--- src/rtl/alu_issue_pkg.sv ---
// Shared constants for the ALU issue sequencer: ALU opcodes, FSM encoding,
// instruction field positions and the hardwired-zero register index.
package alu_issue_pkg;

    localparam logic [3:0] OP_IDLE = 4'b0000;
    localparam logic [3:0] OP_ADD  = 4'b0010;
    localparam logic [3:0] OP_OR   = 4'b0100;
    localparam logic [3:0] OP_NOR  = 4'b0101;
    localparam logic [3:0] OP_AND  = 4'b0110;
    localparam logic [3:0] OP_CBZ  = 4'b0111;
    localparam logic [3:0] OP_XOR  = 4'b1001;
    localparam logic [3:0] OP_SUB  = 4'b1010;
    localparam logic [3:0] OP_NAND = 4'b1100;
    localparam logic [3:0] OP_MOV  = 4'b1101;

    typedef enum logic [1:0] {
        ST_IDLE  = 2'd0,
        ST_ISSUE = 2'd1,
        ST_WAIT  = 2'd2,
        ST_WB    = 2'd3
    } issue_state_t;

    localparam int OPC_MSB     = 31;
    localparam int OPC_LSB     = 28;
    localparam int IMM_SEL_BIT = 27;
    localparam int IMM_MSB     = 26;
    localparam int IMM_LSB     = 16;
    localparam int RM_MSB      = 14;
    localparam int RM_LSB      = 10;
    localparam int RN_MSB      = 9;
    localparam int RN_LSB      = 5;
    localparam int RD_MSB      = 4;
    localparam int RD_LSB      = 0;

    localparam int XZR_IDX = 31;

    function automatic logic is_legal(input logic [3:0] op);
        case (op)
            OP_ADD, OP_CBZ, OP_SUB, OP_AND, OP_OR,
            OP_XOR, OP_NOR, OP_NAND, OP_MOV: is_legal = 1'b1;
            default:                         is_legal = 1'b0;
        endcase
    endfunction

endpackage

--- src/rtl/alu_issue_regfile.sv ---
// Architectural register file: two async read ports, one sync write port,
// top index hardwired to zero, whole array cleared by reset_n.
module alu_issue_regfile
    import alu_issue_pkg::*;
#(
    parameter int DATA_WIDTH = 32,
    parameter int REG_COUNT  = XZR_IDX + 1,
    parameter int AW         = $clog2(REG_COUNT)
) (
    input  logic                  clock,
    input  logic                  reset_n,
    input  logic [AW-1:0]         rd_addr_a,
    output logic [DATA_WIDTH-1:0] rd_data_a,
    input  logic [AW-1:0]         rd_addr_b,
    output logic [DATA_WIDTH-1:0] rd_data_b,
    input  logic                  wr_en,
    input  logic [AW-1:0]         wr_addr,
    input  logic [DATA_WIDTH-1:0] wr_data
);

    localparam logic [AW-1:0] ZERO_REG = AW'(REG_COUNT - 1);

    logic [DATA_WIDTH-1:0] regs [REG_COUNT];

    always_ff @(posedge clock or negedge reset_n) begin
        if (!reset_n) begin
            for (int i = 0; i < REG_COUNT; i++) begin
                regs[i] <= '0;
            end
        end else if (wr_en && (wr_addr != ZERO_REG)) begin
            regs[wr_addr] <= wr_data;
        end
    end

    assign rd_data_a = (rd_addr_a == ZERO_REG) ? '0 : regs[rd_addr_a];
    assign rd_data_b = (rd_addr_b == ZERO_REG) ? '0 : regs[rd_addr_b];

endmodule

--- src/rtl/alu_issue_ctrl.sv ---
// Single-issue sequencer in front of the datapath ALU: decode, operand fetch,
// ALU latency wait, writeback. Define ISSUE_STATS_EN for retire/illegal counters.
//
// state    | meaning
// ---------+-----------------------------------------------------------
// ST_IDLE  | instr_ready high; accept or drop (illegal) one instruction
// ST_ISSUE | drive opcode and operands to the ALU
// ST_WAIT  | hold ALU inputs for ALU_LATENCY edges (down-counter)
// ST_WB    | sample ALU result, pulse done, write register file
module alu_issue_ctrl
    import alu_issue_pkg::*;
#(
    parameter int DATA_WIDTH  = 32,
    parameter int REG_COUNT   = XZR_IDX + 1,
    parameter int ALU_LATENCY = 1
) (
    input  logic                  clock,
    input  logic                  reset_n,
    input  logic                  instr_valid,
    output logic                  instr_ready,
    input  logic [31:0]           instr,
    output logic [DATA_WIDTH-1:0] alu_in_one,
    output logic [DATA_WIDTH-1:0] alu_in_two,
    output logic [3:0]            alu_opcode,
    input  logic [DATA_WIDTH-1:0] alu_result,
    input  logic                  alu_zero,
    output logic                  done,
    output logic                  wb_en,
    output logic [4:0]            wb_addr,
    output logic [DATA_WIDTH-1:0] wb_data,
    output logic                  branch_taken,
    output logic                  illegal
`ifdef ISSUE_STATS_EN
    ,
    output logic [15:0]           stat_retired,
    output logic [15:0]           stat_illegal
`endif
);

    localparam int AW = $clog2(REG_COUNT);
    localparam logic [4:0] ZERO_REG = 5'(REG_COUNT - 1);

    issue_state_t state, state_nxt;

    logic [3:0]            op_q;
    logic                  imm_sel_q;
    logic [10:0]           imm_q;
    logic [4:0]            rm_q, rn_q, rd_q;
    logic [2:0]            wait_cnt;
    logic                  accept;
    logic                  legal_in;
    logic [DATA_WIDTH-1:0] rf_rd_a, rf_rd_b;
    logic [DATA_WIDTH-1:0] imm_ext;
    logic [DATA_WIDTH-1:0] operand_one, operand_two;
    logic                  unused_instr_bit;

    assign unused_instr_bit = instr[15];
    assign legal_in = is_legal(instr[OPC_MSB:OPC_LSB]);
    assign accept   = (state == ST_IDLE) && instr_valid;

    always_ff @(posedge clock or negedge reset_n) begin
        if (!reset_n) begin
            state     <= ST_IDLE;
            op_q      <= '0;
            imm_sel_q <= 1'b0;
            imm_q     <= '0;
            rm_q      <= '0;
            rn_q      <= '0;
            rd_q      <= '0;
            wait_cnt  <= '0;
            illegal   <= 1'b0;
        end else begin
            state   <= state_nxt;
            illegal <= accept && !legal_in;
            if (accept && legal_in) begin
                op_q      <= instr[OPC_MSB:OPC_LSB];
                imm_sel_q <= instr[IMM_SEL_BIT];
                imm_q     <= instr[IMM_MSB:IMM_LSB];
                rm_q      <= instr[RM_MSB:RM_LSB];
                rn_q      <= instr[RN_MSB:RN_LSB];
                rd_q      <= instr[RD_MSB:RD_LSB];
            end
            if (state == ST_ISSUE) begin
                wait_cnt <= 3'(ALU_LATENCY - 1);
            end else if ((state == ST_WAIT) && (wait_cnt != '0)) begin
                wait_cnt <= wait_cnt - 3'd1;
            end
        end
    end

    assign imm_ext     = {{(DATA_WIDTH-11){1'b0}}, imm_q};
    // MOV with an immediate routes the constant through inOne, the ALU's pass-through input.
    assign operand_one = (imm_sel_q && (op_q == OP_MOV)) ? imm_ext : rf_rd_a;
    assign operand_two = imm_sel_q ? imm_ext : rf_rd_b;

    always_comb begin
        state_nxt    = state;
        instr_ready  = 1'b0;
        alu_opcode   = OP_IDLE;
        alu_in_one   = '0;
        alu_in_two   = '0;
        done         = 1'b0;
        wb_en        = 1'b0;
        wb_addr      = '0;
        wb_data      = '0;
        branch_taken = 1'b0;
        if (state != ST_IDLE) begin
            alu_opcode = op_q;
            alu_in_one = operand_one;
            alu_in_two = operand_two;
        end
        case (state)
            ST_IDLE: begin
                instr_ready = 1'b1;
                if (instr_valid && legal_in) state_nxt = ST_ISSUE;
            end
            ST_ISSUE: state_nxt = ST_WAIT;
            ST_WAIT: begin
                if (wait_cnt == '0) state_nxt = ST_WB;
            end
            ST_WB: begin
                done         = 1'b1;
                wb_addr      = rd_q;
                wb_data      = alu_result;
                wb_en        = (op_q != OP_CBZ) && (rd_q != ZERO_REG);
                branch_taken = (op_q == OP_CBZ) && alu_zero;
                state_nxt    = ST_IDLE;
            end
            default: state_nxt = ST_IDLE;
        endcase
    end

    alu_issue_regfile #(
        .DATA_WIDTH (DATA_WIDTH),
        .REG_COUNT  (REG_COUNT)
    ) u_regfile (
        .clock     (clock),
        .reset_n   (reset_n),
        .rd_addr_a (rn_q[AW-1:0]),
        .rd_data_a (rf_rd_a),
        .rd_addr_b (rm_q[AW-1:0]),
        .rd_data_b (rf_rd_b),
        .wr_en     (wb_en),
        .wr_addr   (rd_q[AW-1:0]),
        .wr_data   (alu_result)
    );

`ifdef ISSUE_STATS_EN
    always_ff @(posedge clock or negedge reset_n) begin
        if (!reset_n) begin
            stat_retired <= '0;
            stat_illegal <= '0;
        end else begin
            if ((state == ST_WB) && (stat_retired != 16'hFFFF)) stat_retired <= stat_retired + 16'd1;
            if (illegal && (stat_illegal != 16'hFFFF)) stat_illegal <= stat_illegal + 16'd1;
        end
    end
`endif

endmodule

--- config.mk ---
export PLATFORM = sky130hd
export DESIGN_NAME = alu_issue_ctrl
export DESIGN_NICKNAME = d
export VERILOG_FILES = /design/src/rtl/alu_issue_pkg.sv /design/src/rtl/alu_issue_regfile.sv /design/src/rtl/alu_issue_ctrl.sv
export SDC_FILE = /design/constraint.sdc
export NUM_CORES = 2
export LEC_CHECK = 0
export CAP_MARGIN = 10
export CORE_MARGIN = 4
export CORE_UTILIZATION = 50
export CTS_CLUSTER_SIZE = 20
export DETAILED_ROUTE_END_ITERATION = 7
export PLACE_DENSITY_LB_ADDON = 0.08
export SLEW_MARGIN = 20
export SYNTH_ARGS = -nofsm -noshare
export SYNTH_HDL_FRONTEND = slang
export SYNTH_SLANG_ARGS = --single-unit
--- constraint.sdc ---
create_clock -name clock -period 5.7 [get_ports clock]
set_input_delay 1.71 -clock clock [delete_from_list [all_inputs] [get_ports clock]]
set_output_delay 1.71 -clock clock [all_outputs]
set_load 0.1 [all_outputs]
==> impl_results.md <==
- Outcome: finished, final reports clean
- Share of layout cells above drive strength 1: 0.527
- Synth Register Bits: between 1000 and 1500
- CTS tree: done
- Async set-or-reset flop fraction in the synthesized netlist: 1.00
- Die width: around 340 um
- Root Buffer: clkbuf_16
- Commonest non-fill, non-tap cells in the layout: 1064 x mux2_2, 1055 x dfrtp_1, 456 x mux4_2
- H-tree levels: 3
- CTS clk-pin slew, worst paths: about 60 ps
- Achievable frequency: approximately 180 MHz
- DIE HEIGHT: roughly 340 um
- Syn Nets: between 3000 and 4000
- Yosys top cell by area: dfrtp_1
- Critical Path Sink Type: primary output
- Vias: around 36000
- Syn_area_per_cell: between 15 and 20 um2
- CTS Buf Count: approximately 120
- Final nets: around 3800
- Cts repair resizes: 0
- Post-Syn Instances: between 3000 and 4000
- Crit path DAT: 3720 ps
- Final setup vio count: 0
- Main combinational cell family by area after synthesis: multiplexers
- Max-cap check violation count: 0
- Post-route setup slack: roughly 270 ps
- Hold Slack: slightly below 400 ps
- Antenna-violating nets left: 0
- Setup CP Type: flop to primary output
- Sequential area share after synthesis: 0.470
- Post-synth EDFFs: 0
- CTS sink cnt: around 1100
- Critical Path Fanout Max: 31
- Drt total wl: between 150 and 200 mm
- DR WL/cell: around 34 um
- Synth top area share: 0.470
- Final Hold Viols: 0
- Area of the multi-input gates: 28200 um2
- Clock buffer depth: 3
- DRC viols: 0
- Synth unique cells: between 50 and 60
- Combinational Power Share: 0.527
- RSZ-0062 raised after global routing: false
- Post-Synth XOR/XNOR Area: 0.000310
- Area Overhead vs Synth: 13.6%
- Power density over cell area: 717 nW/um2
- Post-layout minimum cycle time: around 5400 ps
- Clock power frac: 0.168
- Worst slack, placed: approximately 1000 ps
- Synth Flop Type: dfrtp_1
- Worst slew pin tran: about 1100 ps
- Die ar.: 119000 um2
- Largest net degree at the start of global routing: roughly 150
- Rel. slew slack: 0.253
- Register area: ~27000 um2
- Core area: 112000 um2
- Hold Crit Class: flop to flop
- Mux cell area share after synthesis: 0.438
- Starting Density: 0.503
- Final period utilization: 0.953
- CP Launch Type: flop
- Post-synthesis adder-cell area fraction: 0.00155
- Gr usage total: 0.307
- Synth Area in Simple Gates: 0.0217
- Remaining global-route overflow: 0
- Peak supply drop: 0.000692 V
- Drt pass-1 iters: 5
- Synth warn: 0
- Required time of the critical path: approximately 4000 ps
- Fin cells: around 5300
- Final setup TNS: 0 ps
- Final Max Tran Viols: 0
- Net Sw Frac: 0.420
- Cts hold-fix bufs: 0
- Fill count: ~8700
- Worst-skew pair later-pin latency: 710 ps
- Initial antenna violation count: 6
- Setup bufs post-CTS: 0
- I/O Pins: 178
- Compound-Gate Fraction of Synth Area: 0.0331
- DR vias/cell: 6.71
- Pint: about 27 mW
- Final Wtd Congestion: just over 0.8
- Drt initial violations: between 3000 and 4000
- Top cells by area, synth: dfrtp_1 47%, mux2_2 21%, mux4_2 18%, mux2i_1 3.8%, a22oi_1 1.4%
- Design Power: 46.1 mW
- Lkg Pwr: 27.0 nW
- Flop pwr share: 0.305
- Row count: approximately 120
- Commonest non-fill, non-tap cell in the layout: mux2_2
- Switch Pwr: 19.4 mW
- Dpl cells: around 5000
- Global-route wire length before repair: 266 mm
- Worst Clk Skew: between 20 and 25 ps
- Synthesized area: about 57000 um2
- PortBufs: about 180
- Number of global-route vias before repair: around 40000
- Dpl hpwl: roughly 110 mm
-- cell families (layout without fill, tap and decap cells) --
group,count (synthesis),count (layout)
mux,1756,1756
flops,1061,1061
buf+inv,432,562
compound gates,227,227
simple gates,218,218
fa+ha+maj,7,7
xor+xnor,2,2
other cells,0,1
-- registers in the layout, indices dropped and copies added, names as in the netlist --
signal          flops
wait_cnt            3
imm_sel_q           1
rm_q                5
u_regfile.regs   1024
state               2
rd_q                5
rn_q                5
illegal             1
imm_q              11
op_q                4
-- final cells by class --
class | count | area share
well taps | 1500 | 0.0292
inverters | 8 | 0.000467
clock buffers | 183 | 0.0555
repair buffers | 339 | 0.0561
multi-input cells | 2210 | 0.439
diodes | 1 | 0.0000390
flip-flops and latches | 1061 | 0.414
clock inverters | 32 | 0.00590
-- critical path, stage by stage (launching register included) --
cell,delay (ps)
dfrtp_4,950
buf_12,300
buf_4,190
mux2_2,340
a222oi_1,420
o211ai_1,190
a32o_1,320
buf_4,230
-- layer usage --
layer	vias up	wire (um)	track usage
met5	-	13	0
met4	2	8310	0.124
met3	439	11300	0.0537
met2	1422	88300	0.509
met1	19500	72700	0.406
li1	14400	-	-
-- synth_stat cells (3+ instances only) --
| cell type | n |
|---|---|
| a32o_1 | 20 |
| a222oi_1 | 4 |
| a22o_1 | 18 |
| nor2_1 | 15 |
| mux2_2 | 1064 |
| and3b_1 | 3 |
| a21oi_1 | 3 |
| inv_1 | 8 |
| and3_1 | 47 |
| clkbuf_1 | 201 |
| mux4_1 | 8 |
| nand3b_1 | 3 |
| mux2_1 | 15 |
| o221ai_1 | 18 |
| o211ai_1 | 3 |
| mux4_2 | 456 |
| buf_4 | 14 |
| buf_1 | 44 |
| mux2i_1 | 212 |
| dfrtp_1 | 1061 |
| nand3_1 | 28 |
| a221oi_1 | 21 |
| ha_1 | 7 |
| buf_6 | 18 |
| nand4_1 | 7 |
| buf_2 | 144 |
| a22oi_1 | 106 |
| and2_1 | 41 |
| nand2_1 | 42 |
| nor3_1 | 4 |
| nor2b_1 | 15 |
| a211o_1 | 18 |
-- metrics by stage --
stage          area (um2)  utilization
2_1_floorplan       56500            -
3_3_place_gp        60300        0.537
3_5_place_dp        60300        0.537
4_1_cts             64200        0.572
5_1_grt             64200        0.572
6_report            64200        0.572
-- final timing paths --
path                                    from                   end  slack, ps  cells past startpoint
min in group asynchronous            reset_n  u_regfile.regs[1003]       1030                      1
min reg2reg                u_regfile.regs[7]     u_regfile.regs[7]        390                      0
max in group asynchronous            reset_n   u_regfile.regs[646]       3220                      2
max                                  rm_q[0]         alu_in_two[3]        270                      7
max reg2reg                         state[0]   u_regfile.regs[993]       2000                      5
min                        u_regfile.regs[7]     u_regfile.regs[7]        390                      0
-- power by group through the flow --
| stage | sequential, mW | clock (mW) | combinational, mW |
|---|---|---|---|
| 2_1_floorplan | 12.6 | 0 | 18.5 |
| 3_3_place_gp | 13.5 | 0 | 23.9 |
| 3_5_place_dp | 14.1 | 0 | 24.3 |
| 4_1_cts | 13.9 | 7.90 | 24.3 |
| 5_1_grt | 14.4 | 8.18 | 25.4 |
| 6_report | 14.1 | 7.75 | 24.3 |
Note: power is estimated with default switching activity, not from simulation.
